### src/rtl/pe_receive_monitor_if.sv
// Ejection-port bundle for pe_receive_monitor: router flit write port plus the record drain handshake.
interface pe_receive_monitor_if #(
    parameter int flit_width = 264
);
    logic                  w_valid_pe;
    logic [flit_width-1:0] w_data_pe;
    logic                  rec_valid;
    logic                  rec_ready;
    logic [15:0]           rec_src;
    logic [31:0]           rec_inject;
    logic [31:0]           rec_latency;

    modport master (
        output w_valid_pe, w_data_pe, rec_ready,
        input  rec_valid, rec_src, rec_inject, rec_latency
    );

    modport slave (
        input  w_valid_pe, w_data_pe, rec_ready,
        output rec_valid, rec_src, rec_inject, rec_latency
    );
endinterface

### src/rtl/pe_receive_monitor.sv
// pe_receive_monitor: per-PE NoC ejection sink with latency statistics and a FWFT record FIFO.
// Define SEQ_CHECK_EN to enable per-source sequence-number checking.
module pe_receive_monitor #(
    parameter int X          = 10,
    parameter int Y          = 10,
    parameter int x_size     = $clog2(X),
    parameter int y_size     = $clog2(Y),
    parameter int data_width = 256,
    parameter int MY_X       = 0,
    parameter int MY_Y       = 0,
    parameter int FIFO_DEPTH = 8
) (
    input  logic                clk,
    input  logic                rstn,
    pe_receive_monitor_if.slave ej,
    input  logic [31:0]         cur_time,
    output logic [31:0]         receive_count,
    output logic [15:0]         err_count,
    output logic [31:0]         lat_min,
    output logic [31:0]         lat_max,
    output logic [47:0]         lat_sum,
    output logic                rec_overflow
);
    localparam int XY    = x_size + y_size;
    localparam int AW    = $clog2(FIFO_DEPTH);
    localparam int REC_W = 80;

    logic              s1_valid;
    logic [x_size-1:0] s1_dx;
    logic [y_size-1:0] s1_dy;
    logic [31:0]       s1_inject;
    logic [31:0]       s1_time;
    logic [15:0]       s1_src;

    logic [31:0] latency;
    logic        addr_ok;
    logic        seq_err;
    logic        push;
    logic        pop;
    logic        push_ok;
    logic        full;
    logic        empty;

    logic [REC_W-1:0] mem [FIFO_DEPTH];
    logic [AW:0]      wr_ptr;
    logic [AW:0]      rd_ptr;

    // Payload bits above the monitor fields are carried by the flit but never inspected.
    logic unused_flit_bits;
    assign unused_flit_bits = ^ej.w_data_pe[XY+data_width-1:XY+48];

    always_ff @(posedge clk) begin
        if (!rstn) begin
            s1_valid <= 1'b0;
        end else begin
            s1_valid <= ej.w_valid_pe;
        end
        if (ej.w_valid_pe) begin
            s1_dx     <= ej.w_data_pe[x_size-1:0];
            s1_dy     <= ej.w_data_pe[XY-1:x_size];
            s1_inject <= ej.w_data_pe[XY+31:XY];
            s1_src    <= ej.w_data_pe[XY+47:XY+32];
            s1_time   <= cur_time;
        end
    end

    assign latency = s1_time - s1_inject;
    assign addr_ok = (s1_dx == x_size'(MY_X)) && (s1_dy == y_size'(MY_Y));

`ifdef SEQ_CHECK_EN
    localparam int NPE = X * Y;
    localparam int IW  = (NPE > 1) ? $clog2(NPE) : 1;

    logic [31:0]   s1_seq;
    logic [31:0]   exp_seq [NPE];
    logic          src_in_range;
    logic [IW-1:0] src_idx;

    always_ff @(posedge clk) begin
        if (ej.w_valid_pe) begin
            s1_seq <= ej.w_data_pe[XY+79:XY+48];
        end
    end

    assign src_in_range = s1_src < 16'(NPE);
    assign src_idx      = s1_src[IW-1:0];
    assign seq_err      = addr_ok && src_in_range && (s1_seq != exp_seq[src_idx]);

    // A mismatch resynchronises the expectation so one lost packet costs one error.
    always_ff @(posedge clk) begin
        if (!rstn) begin
            for (int i = 0; i < NPE; i++) begin
                exp_seq[i] <= 32'd0;
            end
        end else if (s1_valid && addr_ok && src_in_range) begin
            exp_seq[src_idx] <= s1_seq + 32'd1;
        end
    end
`else
    assign seq_err = 1'b0;
`endif

    always_ff @(posedge clk) begin
        if (!rstn) begin
            receive_count <= 32'd0;
            err_count     <= 16'd0;
            lat_min       <= 32'hFFFF_FFFF;
            lat_max       <= 32'd0;
            lat_sum       <= 48'd0;
        end else if (s1_valid) begin
            receive_count <= receive_count + 32'd1;
            if ((!addr_ok || seq_err) && (err_count != 16'hFFFF)) begin
                err_count <= err_count + 16'd1;
            end
            if (addr_ok) begin
                if (latency < lat_min) begin
                    lat_min <= latency;
                end
                if (latency > lat_max) begin
                    lat_max <= latency;
                end
                lat_sum <= lat_sum + {16'd0, latency};
            end
        end
    end

    assign empty   = (wr_ptr == rd_ptr);
    assign full    = (wr_ptr[AW] != rd_ptr[AW]) && (wr_ptr[AW-1:0] == rd_ptr[AW-1:0]);
    assign push    = s1_valid && addr_ok;
    assign pop     = !empty && ej.rec_ready;
    // A simultaneous pop frees the slot, so a push into a full FIFO still lands.
    assign push_ok = push && (!full || pop);

    always_ff @(posedge clk) begin
        if (push_ok) begin
            mem[wr_ptr[AW-1:0]] <= {s1_src, s1_inject, latency};
        end
    end

    always_ff @(posedge clk) begin
        if (!rstn) begin
            wr_ptr       <= '0;
            rd_ptr       <= '0;
            rec_overflow <= 1'b0;
        end else begin
            if (push_ok) begin
                wr_ptr <= wr_ptr + (AW+1)'(1);
            end
            if (pop) begin
                rd_ptr <= rd_ptr + (AW+1)'(1);
            end
            if (push && !push_ok) begin
                rec_overflow <= 1'b1;
            end
        end
    end

    assign ej.rec_valid = !empty;
    assign {ej.rec_src, ej.rec_inject, ej.rec_latency} = mem[rd_ptr[AW-1:0]];
endmodule

### src/flat_wrapper.sv
// flat-port wrapper written by rule: the top's interface ports become plain ports
module pe_receive_monitor_flat 
#(
    parameter int X          = 10,
    parameter int Y          = 10,
    parameter int x_size     = $clog2(X),
    parameter int y_size     = $clog2(Y),
    parameter int data_width = 256,
    parameter int MY_X       = 0,
    parameter int MY_Y       = 0,
    parameter int FIFO_DEPTH = 8
)
  (clk, rstn, cur_time, receive_count, err_count, lat_min, lat_max, lat_sum, rec_overflow, ej_w_valid_pe, ej_w_data_pe, ej_rec_ready, ej_rec_valid, ej_rec_src, ej_rec_inject, ej_rec_latency);
  pe_receive_monitor_if #(.flit_width((4 + 4 + (256)))) ej_i ();
  input  logic clk;
  input  logic rstn;
  input  logic [31:0] cur_time;
  output logic [31:0] receive_count;
  output logic [15:0] err_count;
  output logic [31:0] lat_min;
  output logic [31:0] lat_max;
  output logic [47:0] lat_sum;
  output logic rec_overflow;
  input wire logic [$bits(ej_i.w_valid_pe)-1:0] ej_w_valid_pe;
  input wire logic [$bits(ej_i.w_data_pe)-1:0] ej_w_data_pe;
  input wire logic [$bits(ej_i.rec_ready)-1:0] ej_rec_ready;
  output wire logic [$bits(ej_i.rec_valid)-1:0] ej_rec_valid;
  output wire logic [$bits(ej_i.rec_src)-1:0] ej_rec_src;
  output wire logic [$bits(ej_i.rec_inject)-1:0] ej_rec_inject;
  output wire logic [$bits(ej_i.rec_latency)-1:0] ej_rec_latency;
  assign ej_i.w_valid_pe = ej_w_valid_pe;
  assign ej_i.w_data_pe = ej_w_data_pe;
  assign ej_i.rec_ready = ej_rec_ready;
  assign ej_rec_valid = ej_i.rec_valid;
  assign ej_rec_src = ej_i.rec_src;
  assign ej_rec_inject = ej_i.rec_inject;
  assign ej_rec_latency = ej_i.rec_latency;
  pe_receive_monitor #(.X(X), .Y(Y), .x_size(x_size), .y_size(y_size), .data_width(data_width), .MY_X(MY_X), .MY_Y(MY_Y), .FIFO_DEPTH(FIFO_DEPTH)) u_core (.clk(clk), .rstn(rstn), .ej(ej_i), .cur_time(cur_time), .receive_count(receive_count), .err_count(err_count), .lat_min(lat_min), .lat_max(lat_max), .lat_sum(lat_sum), .rec_overflow(rec_overflow));
endmodule
### config.mk
export PLATFORM = sky130hd
export DESIGN_NAME = pe_receive_monitor_flat
export DESIGN_NICKNAME = d
export VERILOG_FILES = /design/src/rtl/pe_receive_monitor_if.sv /design/src/rtl/pe_receive_monitor.sv /design/src/flat_wrapper.sv
export SDC_FILE = /design/constraint.sdc
export NUM_CORES = 1
export LEC_CHECK = 0
export ABC_CLOCK_PERIOD_IN_PS = 18600
export BUFFER_PORTS_ARGS = -buffer_cell sky130_fd_sc_hd__buf_2
export CORE_ASPECT_RATIO = 0.9
export CORE_MARGIN = 5
export CORE_UTILIZATION = 40
export DETAILED_ROUTE_END_ITERATION = 8
export REMOVE_ABC_BUFFERS = 1
export SYNTH_ARGS = -nofsm -noshare
export SYNTH_HDL_FRONTEND = slang
export SYNTH_SLANG_ARGS = --single-unit
### constraint.sdc
create_clock -name clk -period 18.6 [get_ports clk]
set_input_delay 2.79 -clock clk [delete_from_list [all_inputs] [get_ports clk]]
set_output_delay 2.79 -clock clk [all_outputs]
set_load 0.01 [all_outputs]
After elaboration in Yosys (flattened, before gate mapping) --
Memory sizes are Yosys's and may differ from the RTL's. A register that Yosys moved wholly into a read port is not among the register bits. Cells that the tools add are included.
Storage, ports and cells: register bits after elaboration 258, memory bits (writable) 640, bits of input ports 300, output and inout port bits 242, memories kept 1
Memory list:
- u_core.mem | depth 8, bits a word 80, rd ports 1, clocked after memory_dff 1, wr ports 1, line pe_receive_monitor.sv:44 | logic [REC_W-1:0] mem [FIFO_DEPTH];
Cells by class: add/sub/neg operators 6, magnitude comparators 2, equal/unequal tests 4, multiplexer cells 4, reductions and logical operators 18
Operators by type and width (number):
- 48-bit by 32-bit adder with 48-bit output | 1
- 32-bit by 1-bit adder with 32-bit output, second input constant | 1
- 32-bit > comparator | 1
- 32-bit less-than comparator | 1
- 32-bit subtractor | 1
- 16-bit by 1-bit adder with 16-bit output, second input constant | 1
- 16-bit != test, second input constant | 1
- 4-bit by 1-bit adder with 4-bit output, second input constant | 2
- 4-bit logical NOT | 2
- 1-bit logical AND | 7
- 3-bit two-way mux | 2
- 3-bit AND reduction | 2
- 4-bit == test | 1
- 1-bit logical NOT | 4
- 2-bit AND reduction | 2
- 3-bit == test | 1
- 1-bit two-way mux | 2
- 1-bit logical OR | 1
- 1-bit != test | 1

Depth between registers and ports, before layout --
Gate-level depths: netlist (run 1).
word-level depth 7, depth in mapped cells 23, gate-level depth less buffers 21

Least setup slack after synthesis (run 1) --
OpenSTA, ideal clock, no wires.
path kind input-to-reg, from input port ej_rec_ready, to memory u_core.mem[4][0] (enable), setup time 0.633 ns, arrival 9.113 ns, slack 8.854 ns, stages on the path 3, path through nor3_1 -> or3_1 -> nor3b_1
On the way: word-level cells in the longest chain between the ends 5
Ends and longest elaborated chain:
- from (decl) | line flat_wrapper.sv:26 | input wire logic [$bits(ej_i.rec_ready)-1:0] ej_rec_ready;
- 1-bit logical AND | line pe_receive_monitor.sv:130 | assign pop = !empty && ej.rec_ready;
- 1-bit logical OR | line pe_receive_monitor.sv:132 | assign push_ok = push && (!full || pop);
- 1-bit logical AND | line pe_receive_monitor.sv:132
- 1-bit two-way mux | line pe_receive_monitor.sv:135 | if (push_ok) begin
- 1-bit two-way mux (implied by the code) | line pe_receive_monitor.sv:136 | mem[wr_ptr[AW-1:0]] <= {s1_src, s1_inject, latency};
- to (decl) | line pe_receive_monitor.sv:44
Every way passes these cells.

==> impl_metrics.yaml, run 1 <==
outcome:
  status: "finished, final reports clean"
timing:
  setup_viol: 0
  drv_slew: 0
  fin_ws_ps: 11430
  relSlewSlack_pct: 25.0
  min_period_ps: 7170
  finalCritPeriodShare_pct: 38.6
  hold_viol: 0
  setup-tns-final_ps: 0
  clock_skew_ps: 31.0
  rsz0062_at_grt: "false"
  max_freq_mhz: 139
  worstMarginPinSlew_ps: 1130
yosys:
  yosysTopAreaCellShare_pct: 57.3
  synth_cell_types: 74
  synth.largest_area_cell: "edfxtp_1"
  synthArstFlopShare_pct: 0
  synth_edf_count: 728
  ys_ff_latch: 901
  yosys_warnings: 0
  synthCells: 2451
  synth_area_leaders: "edfxtp_1 57%, mux4_2 9.4%, dfxtp_1 9.1%"
  synth.avg_cell_area_um2: 15.6
  synth-main-ff-cell: "edfxtp_1"
  seq_area_frac_synth_pct: 66.4
  syn-cell-area_mm2: 0.0381
grt:
  grt_usage_pct: 19.3
  grt_pass1_vias: 23000
  grt_first_pass_wirelength_mm: 147
  grt-ovfl-total: 0
  grt_start_max_net_pins: 99
  antenna_found_initial: 2
routing:
  post-route-drc-count: 0
  via_count: 22300
  drt_first_pass_iters: 5
  via_per_inst: 5.33
  drtIter0Drc: 1461
  wl_mm: 99.0
  post_drt_wl_per_cell_um: 23.7
  ant_nets: 0
worst_setup_path:
  ff2ff_setup_slack_ps: 11800
  cp_slowest_cell: "buf_4"
  cp.arrival_ps: 4380
  crit_chain: "buf_4, buf_4, mux4_2, mux2_2, buf_2"
  path_delay_family: "buffers and inverters"
  required_ps: 15810
  end_kind: "primary output"
  r2r_cells: 21
  crit_path_max_incr_delay_ps: 910
  critPathMaxFanout: 48
  cp_common_cell: "buf_4"
  crit_buf_inv: 3
  cp-start-kind: "register"
  critPathKind: "reg -> out"
  r2r-start: "u_core.s1_inject[1]$_DFFE_PP_"
  r2r_end: "u_core.lat_max[1]$_SDFFE_PN0P_"
clocking:
  cts_resized: 0
  cts_tree: "built"
  path_clk_slew_ps: 60
  cts_root_buf: "clkbuf_16"
  clockBufferDepth: 3
  clock_latency_ps: 670
  h-tree-depth: 3
  postCtsHoldBufs: 0
  cts_buffers: 94
  cts.sinks: 901
  post-cts-setup-buffers: 0
worst_hold_path:
  min_to: "u_core.lat_sum[47]$_SDFFE_PN0P_"
  hp-class: "reg -> reg"
  worstHoldStart: "u_core.lat_sum[47]$_SDFFE_PN0P_"
  worstHoldPathCells: 2
cells_and_area:
  mostFrequentLayoutCell: "edfxtp_1"
  stdcell_count: 4179
  nets: 3277
  final_cell_mix: "728 x edfxtp_1, 332 x buf_2, 170 x dfxtp_1, 160 x mux4_2, 143 x nand2_1"
  area_growth_pct: 17.3
  drive_gt1_share_pct: 27.9
  final_cell_area_mm2: 0.0447
power_and_ir_drop:
  powerDensity_mw_per_mm2: 103
  p_leak_nw: 16.0
  power_mw: 4.61
  ir_drop_mv: 0.0606
floorplanning:
  core_mm2: 0.0947
  die_width_um: 335
  die_h_um: 303
  rows: 107
  die-area_mm2: 0.102
  start_util_pct: 40.3
  io_pins: 542
placed_design:
  dp_hpwl_mm: 63.5
  placed_cell_area_mm2: 0.0416
  gp_congestion: 0.878
  placedCellCount: 4001
  numPortBuffers: 333
  place_ws_ps: 11770
flow_run:
  max_cap_viol_count: 0
-- cell type report --
cell class	instances	area, µm²
diodes	1	2.50
clock buffers	114	2490
clock inverters	63	646
fillers	8150	49900
inverters	120	453
multi-input cells	1336	12100
flip-flops and latches	901	25300
well taps	1253	1570
repair buffers	391	2110
-- flip-flops by register name (all words and copies together), names as in the netlist, named ones only --
signal                cells
u_core.err_count         16
u_core.lat_max           32
u_core.lat_min           32
u_core.lat_sum           48
u_core.mem              640
u_core.rd_ptr             4
u_core.rec_overflow       1
u_core.receive_count     32
u_core.s1_dx              4
u_core.s1_dy              4
u_core.s1_inject         32
u_core.s1_src            16
u_core.s1_time           32
u_core.s1_valid           1
u_core.wr_ptr             4
-- logic make-up (layout without fill, tap and decap cells) --
| logic type | count (synthesis) | in the layout | synth area share (%) |
|---|---|---|---|
| AND/OR/NAND/NOR | 471 | 471 | 5.85 |
| multiplexers | 279 | 279 | 12.8 |
| flip-flops | 901 | 901 | 66.4 |
| AO/OA/AOI/OAI | 353 | 353 | 6.08 |
| other | 0 | 1 | 0 |
| adder cells (fa/ha/maj) | 133 | 133 | 4.40 |
| XOR/XNOR | 100 | 100 | 2.30 |
| buffers and inverters | 214 | 688 | 2.12 |
-- where the power goes --
part	internal, mW	switching (mW)	total (mW)
logic	0.151	0.288	0.440
registers	2.25	0.0221	2.27
clock network	1.10	0.794	1.89
total	3.50	1.10	4.61
-- worst min-delay path: stages, from the launching register on --
cell,delay (ps)
dfxtp_1,320
nand2_1,50
mux2i_1,50
-- how the worst max path moves through the flow --
stage / from / to / slack (ps) / cells after the start
4_1_cts: register / ej_rec_inject[19] / 11160 / 5
3_5_place_dp: u_core.s1_inject[1]$_DFFE_PP_ / u_core.lat_max[1]$_SDFFE_PN0P_ / 11770 / 21
6_report: register / ej_rec_inject[19] / 11430 / 5
5_1_grt: register / ej_rec_inject[19] / 10930 / 5
2_1_floorplan: register / ej_rec_inject[0] / 8270 / 2
3_3_place_gp: u_core.s1_inject[1]$_DFFE_PP_ / u_core.lat_max[1]$_SDFFE_PN0P_ / 11880 / 21
-- routing by layer --
layer | up-vias | wire length (µm) | track usage, %
met3 | 118 | 8560 | 6.58
met2 | 595 | 45800 | 31.0
li1 | 10300 | - | -
met1 | 11300 | 42600 | 25.7
met5 | - | 0 | 0
met4 | 0 | 2020 | 4.37
-- stage by stage --
stage          hold slack [ps]  utilization, %
6_report                   471            47.2
5_1_grt                    490            47.2
4_1_cts                    472            47.2
3_5_place_dp               459            43.9
3_3_place_gp               450            43.9
2_1_floorplan              485               -
-- synthesized netlist by cell type (37+ instances only) --
master,count
edfxtp_1,728
dfxtp_1,173
mux4_2,160
nand2_1,143
nor2_1,136
ha_1,131
inv_1,119
a21oi_1,116
mux2_2,80
clkbuf_1,73
o21ai_0,64
xnor2_1,53
xor2_1,47
a21o_1,46
mux2i_1,39
nand3_1,37
Note: power is estimated with default switching activity, not from simulation.
==> inputs of run 2 (changes only) <==
ABC_AREA = 1   (was default)
ABC_CLOCK_PERIOD_IN_PS = 6800   (was 18600)
clock period = 6.8 ns   (was 18.6 ns; I/O delays follow)
==> impl_metrics.yaml, run 2 <==
power_and_ir_drop:
  ir_drop_mv: 0.200
  swShare_pct: 27.3
  powerDensity_mw_per_mm2: 285
  switchingPower_mw: 3.69
  power_frac_clock_pct: 39.0
  p_int_mw: 9.80
  p_leak_nw: 19.3
  seqPwrFrac_pct: 46.3
  combPwrFrac_pct: 14.7
yosys:
  ys_ff_latch: 901
  synth.avg_cell_area_um2: 9.68
  syn-cell-area_mm2: 0.0411
  yosysTopAreaCellShare_pct: 53.2
  synthCells: 4241
  yosys_warnings: 0
  synth-main-ff-cell: "edfxtp_1"
  synth_edf_count: 728
  synth.largest_area_cell: "edfxtp_1"
  synthArstFlopShare_pct: 0
  seq_area_frac_synth_pct: 61.7
  yosysMostFrequentCell: "nor2_1"
  synthTopCellsByCount: "897 x nor2_1, 742 x nand2_1, 728 x edfxtp_1"
  synth_area_leaders: "edfxtp_1 53%, dfxtp_1 8.4%, nor2_1 8.2%"
  synth_cell_types: 47
timing:
  setup-tns-final_ps: 0
  finalCritPeriodShare_pct: 74.2
  setup_viol: 0
  drv_slew: 0
  min_period_ps: 5050
  rsz0062_at_grt: "false"
  max_freq_mhz: 198
  clock_skew_ps: 40.9
  hold_viol: 0
  relSlewSlack_pct: 26.8
  worstMarginPinSlew_ps: 1100
floorplanning:
  start_util_pct: 40.3
  core_mm2: 0.102
  die_width_um: 348
  die_h_um: 314
  io_pins: 542
  rows: 111
  die-area_mm2: 0.109
clocking:
  path_clk_slew_ps: 60
  cts_resized: 0
  postCtsHoldBufs: 0
  h-tree-depth: 3
  clock_latency_ps: 680
  post-cts-setup-buffers: 0
  clockBufferDepth: 3
  cts_root_buf: "clkbuf_16"
  cts.sinks: 901
  cts_buffers: 97
  cts_tree: "built"
worst_setup_path:
  cp-start-kind: "register"
  cp_common_cell: "nand2_1"
  required_ps: 7300
  crit_path_max_incr_delay_ps: 540
  r2r_end: "u_core.lat_min[18]$_SDFFE_PN1P_"
  crit_chain: "inv_1, ha_1, nand2_1, inv_1, a21oi_1, nand2_1, nand2_1, nand2_1, nand2_1, nand2_1, nand2_1, nand2_1, ha_1, nand2_1, inv_1, nand4_1, nor4_1, nand2_1, nand2_2, inv_2, nand2_1, nand3_1"
  r2r_cells: 22
  r2r-start: "u_core.s1_inject[5]$_DFFE_PP_"
  critPathKind: "reg -> reg"
  cp_slowest_cell: "nand2_2"
  ff2ff_setup_slack_ps: 1750
  end_kind: "register"
  critPathMaxFanout: 33
  cp-endpoint: "u_core.lat_min[18]$_SDFFE_PN1P_"
  cp.arrival_ps: 5550
  crit_start: "u_core.s1_inject[5]$_DFFE_PP_"
placed_design:
  dp_hpwl_mm: 71.2
  placedCellCount: 5803
  gp_congestion: 0.922
  placed_cell_area_mm2: 0.0442
  numPortBuffers: 333
routing:
  post_drt_wl_per_cell_um: 19.2
  via_per_inst: 5.10
  via_count: 30500
  drt_first_pass_iters: 7
  ant_nets: 0
  wl_met1_mm: 51.4
  routed.top_layer: "met5"
  drtIter0Drc: 2222
  met2_length_mm: 51.7
  dr_wl_met3_mm: 9.41
  wl_mm: 115
  post-route-drc-count: 0
grt:
  grt_start_max_net_pins: 180
  antenna_found_initial: 7
  grt-ovfl-total: 0
  grt_usage_pct: 20.5
  grt_first_pass_wirelength_mm: 174
  grt_pass1_vias: 29400
cells_and_area:
  mostFrequentLayoutCell: "nor2_1"
  area_growth_pct: 15.4
  final_cell_mix: "897 x nor2_1, 742 x nand2_1, 728 x edfxtp_1, 385 x inv_1, 378 x o21ai_0"
  drive_gt1_share_pct: 12.0
  fillCellCount: 9616
  nets: 4979
  stdcell_count: 5983
  largest_register_ffs: 640
  final_cell_area_mm2: 0.0474
worst_hold_path:
  hp-class: "reg -> reg"
flow_run:
  max_cap_viol_count: 0
outcome:
  status: "finished, final reports clean"
-- run 2: cell families after synthesis --
logic type / Yosys count / synth area share [%]
adders and majority gates: 133 / 4.09
and+or+nand+nor: 1889 / 18.4
buffers and inverters: 561 / 5.49
DFF: 901 / 61.7
AOI/OAI and AO/OA: 699 / 9.15
xor gates and xnor gates: 58 / 1.24
-- run 2: layer usage --
| metal | GRT usage [%] | vias to the layer above |
|---|---|---|
| met5 | 0 | - |
| li1 | - | 14900 |
| met4 | 5.12 | 6 |
| met3 | 5.47 | 161 |
| met1 | 28.2 | 14500 |
| met2 | 32.6 | 864 |
-- run 2: power by group through the flow --
stage	clock network, mW	logic (mW)	registers, mW
4_1_cts	5.40	2.01	6.24
3_5_place_dp	0	2.00	6.36
2_1_floorplan	0	1.17	6.37
3_3_place_gp	0	1.98	6.36
5_1_grt	5.64	2.23	6.25
6_report	5.26	1.98	6.24
-- run 2: cell type report --
| type | instances | area [µm²] | area share (%) |
|---|---|---|---|
| diodes | 1 | 2.50 | 0.00528 |
| clock buffers | 135 | 2660 | 5.62 |
| well taps | 1356 | 1700 | 3.58 |
| inverters | 395 | 1500 | 3.17 |
| clock inverters | 44 | 531 | 1.12 |
| multi-input cells | 2779 | 13600 | 28.7 |
| flip-flops and latches | 901 | 25300 | 53.5 |
| repair buffers | 372 | 2090 | 4.41 |
-- run 2: worst min-delay path by stage --
stage / from / to / cells past startpoint
floorplan: u_core.rd_ptr[3]$_SDFFE_PN0P_ / u_core.rd_ptr[3]$_SDFFE_PN0P_ / 2
global placement: u_core.rec_overflow$_SDFFE_PN0P_ / u_core.rec_overflow$_SDFFE_PN0P_ / 2
detailed placement: u_core.rec_overflow$_SDFFE_PN0P_ / u_core.rec_overflow$_SDFFE_PN0P_ / 2
CTS: ej_w_data_pe[51] / u_core.s1_src[11]$_DFFE_PP_ / 1
global route: ej_w_data_pe[51] / u_core.s1_src[11]$_DFFE_PP_ / 1
finish: u_core.rec_overflow$_SDFFE_PN0P_ / u_core.rec_overflow$_SDFFE_PN0P_ / 2
-- run 2: stage by stage --
step	setup slack, ps	utilization, %	total power, mW	hold slack [ps]
final	1750	46.5	13.5	466
after global routing	1130	46.5	14.1	460
after CTS	1560	46.5	13.6	448
after detailed placement	1620	43.4	8.35	458
after global placement	1760	43.4	8.34	453
after floorplan	-4820	-	7.54	448
-- run 2: critical path, delay by kind of cell, from the launching register on --
family	cells	cell delay [ps]
adders and majority gates	2	900
and+or+nand+nor	15	2510
AOI/OAI and AO/OA	1	250
buffers and inverters	4	720
DFF	1	490
==> inputs of run 3 (changes only) <==
ABC_CLOCK_PERIOD_IN_PS = 4900   (was 6800)
clock period = 4.9 ns   (was 6.8 ns; I/O delays follow)
==> impl_metrics.yaml, run 3 (synthesis results as in run 2) <==
worst_setup_path:
  critPathKind: "reg -> reg"
  crit_path_max_incr_delay_ps: 550
  r2r_cells: 25
  cp.depth: 25
  cp-start-kind: "register"
  r2r_end: "u_core.lat_max[30]$_SDFFE_PN0P_"
  critPathMaxFanout: 35
  cp-endpoint: "u_core.lat_max[30]$_SDFFE_PN0P_"
  path_delay_family: "simple AND/OR/NAND/NOR gates"
  crit_start: "u_core.s1_inject[7]$_DFFE_PP_"
  cp_slowest_cell: "edfxtp_1"
  cp_common_cell: "nand2_1"
  cp.arrival_ps: 5100
  end_kind: "register"
  required_ps: 5440
  r2r-start: "u_core.s1_inject[7]$_DFFE_PP_"
  ff2ff_setup_slack_ps: 340
  crit_buf_inv: 4
routing:
  via_count: 30500
  ant_nets: 0
  drtIter0Drc: 2182
  via_per_inst: 5.09
  drt_first_pass_iters: 5
  post_drt_wl_per_cell_um: 19.3
  wl_mm: 116
  post-route-drc-count: 0
cells_and_area:
  area_growth_pct: 16.0
  mostFrequentLayoutCell: "nor2_1"
  nets: 5003
  final_cell_mix: "897 x nor2_1, 741 x nand2_1, 728 x edfxtp_1, 385 x inv_1, 378 x o21ai_0"
  final_util_pct: 46.8
  fillCellCount: 9599
  insertedDiodeCount: 0
  drive_gt1_share_pct: 12.6
  largest_register_ffs: 640
  stdcell_count: 6006
floorplanning:
  start_util_pct: 40.3
  rows: 111
  die_width_um: 348
  io_pins: 542
  die-area_mm2: 0.109
  die_h_um: 314
  core_mm2: 0.102
timing:
  clock_skew_ps: 44.6
  finalCritPeriodShare_pct: 93.1
  hold_viol: 0
  setup_viol: 0
  max_freq_mhz: 219
  rsz0062_at_grt: "false"
  relSlewSlack_pct: 32.5
  drv_slew: 0
  worstMarginPinSlew_ps: 1010
  min_period_ps: 4560
  hold_ws_ps: 222
power_and_ir_drop:
  p_leak_nw: 19.5
  ir_drop_mv: 0.297
  powerDensity_mw_per_mm2: 397
grt:
  grt_usage_pct: 20.6
  antenna_found_initial: 2
  grt.met3_usage_pct: 5.56
  use_met1_pct: 28.6
  met2_usage_pct: 32.7
  grt_first_pass_wirelength_mm: 174
  grt-ovfl-total: 0
  grt_pass1_vias: 28800
  top_usage_layer: "met2"
  grt_start_max_net_pins: 161
clocking:
  cts_tree: "built"
  clockBufferDepth: 3
  h-tree-depth: 3
  path_clk_slew_ps: 60
  clock_latency_ps: 690
  cts.sinks: 901
  cts_root_buf: "clkbuf_16"
  cts_buffers: 95
placed_design:
  placedCellCount: 5829
  dp_hpwl_mm: 72.7
  gp_congestion: 0.921
  numPortBuffers: 333
worst_hold_path:
  hp-class: "in -> reg"
flow_run:
  max_cap_viol_count: 0
outcome:
  status: "finished, final reports clean"
run 3: how the worst min path moves through the flow:
stage | start | cells past startpoint | end
6_report | ej_w_data_pe[40] | 1 | u_core.s1_src[0]$_DFFE_PP_
2_1_floorplan | u_core.rd_ptr[3]$_SDFFE_PN0P_ | 2 | u_core.rd_ptr[3]$_SDFFE_PN0P_
4_1_cts | ej_w_data_pe[40] | 1 | u_core.s1_src[0]$_DFFE_PP_
3_3_place_gp | u_core.rd_ptr[3]$_SDFFE_PN0P_ | 2 | u_core.rd_ptr[3]$_SDFFE_PN0P_
3_5_place_dp | u_core.rd_ptr[3]$_SDFFE_PN0P_ | 2 | u_core.rd_ptr[3]$_SDFFE_PN0P_
5_1_grt | ej_w_data_pe[16] | 1 | u_core.s1_inject[8]$_DFFE_PP_
run 3: what timing repair did:
action,4_1_cts,5_1_grt
hold buffers,0,0
endpoints found under the setup margin,0,2
setup buffers,0,0
resized for setup,0,1
run 3: power breakdown:
| group | switching, mW | internal, mW |
|---|---|---|
| Clock | 3.13 | 4.31 |
| Combinational | 1.97 | 0.868 |
| Sequential | 0.121 | 8.53 |
run 3: layer usage:
layer | wire (µm) | up-vias
met5 | 9 | -
met4 | 2320 | 2
met3 | 9490 | 140
met2 | 51800 | 891
met1 | 52200 | 14500
li1 | - | 15000
run 3: through the flow:
stage          power (mW)  instance area, µm²  worst slack, ps  setup TNS, ps
3_5_place_dp         11.7               44400              441              0
4_1_cts              19.1               47700              391              0
2_1_floorplan        10.5               40300            -6430       -2448780
5_1_grt              19.8               47700             57.3              0
3_3_place_gp         11.6               44400              496              0
6_report             18.9               47700              336              0
run 3: area by class of cell:
cell class                      instances  area [µm²]  area share, %
Clock buffer                          113        2450           5.15
Clock inverter                         64         761           1.60
Inverter                              395        1500           3.15
Multi-Input combinational cell       2779       13600           28.5
Sequential cell                       901       25300           53.2
Tap cell                             1356        1700           3.56
Timing Repair Buffer                  398        2330           4.90
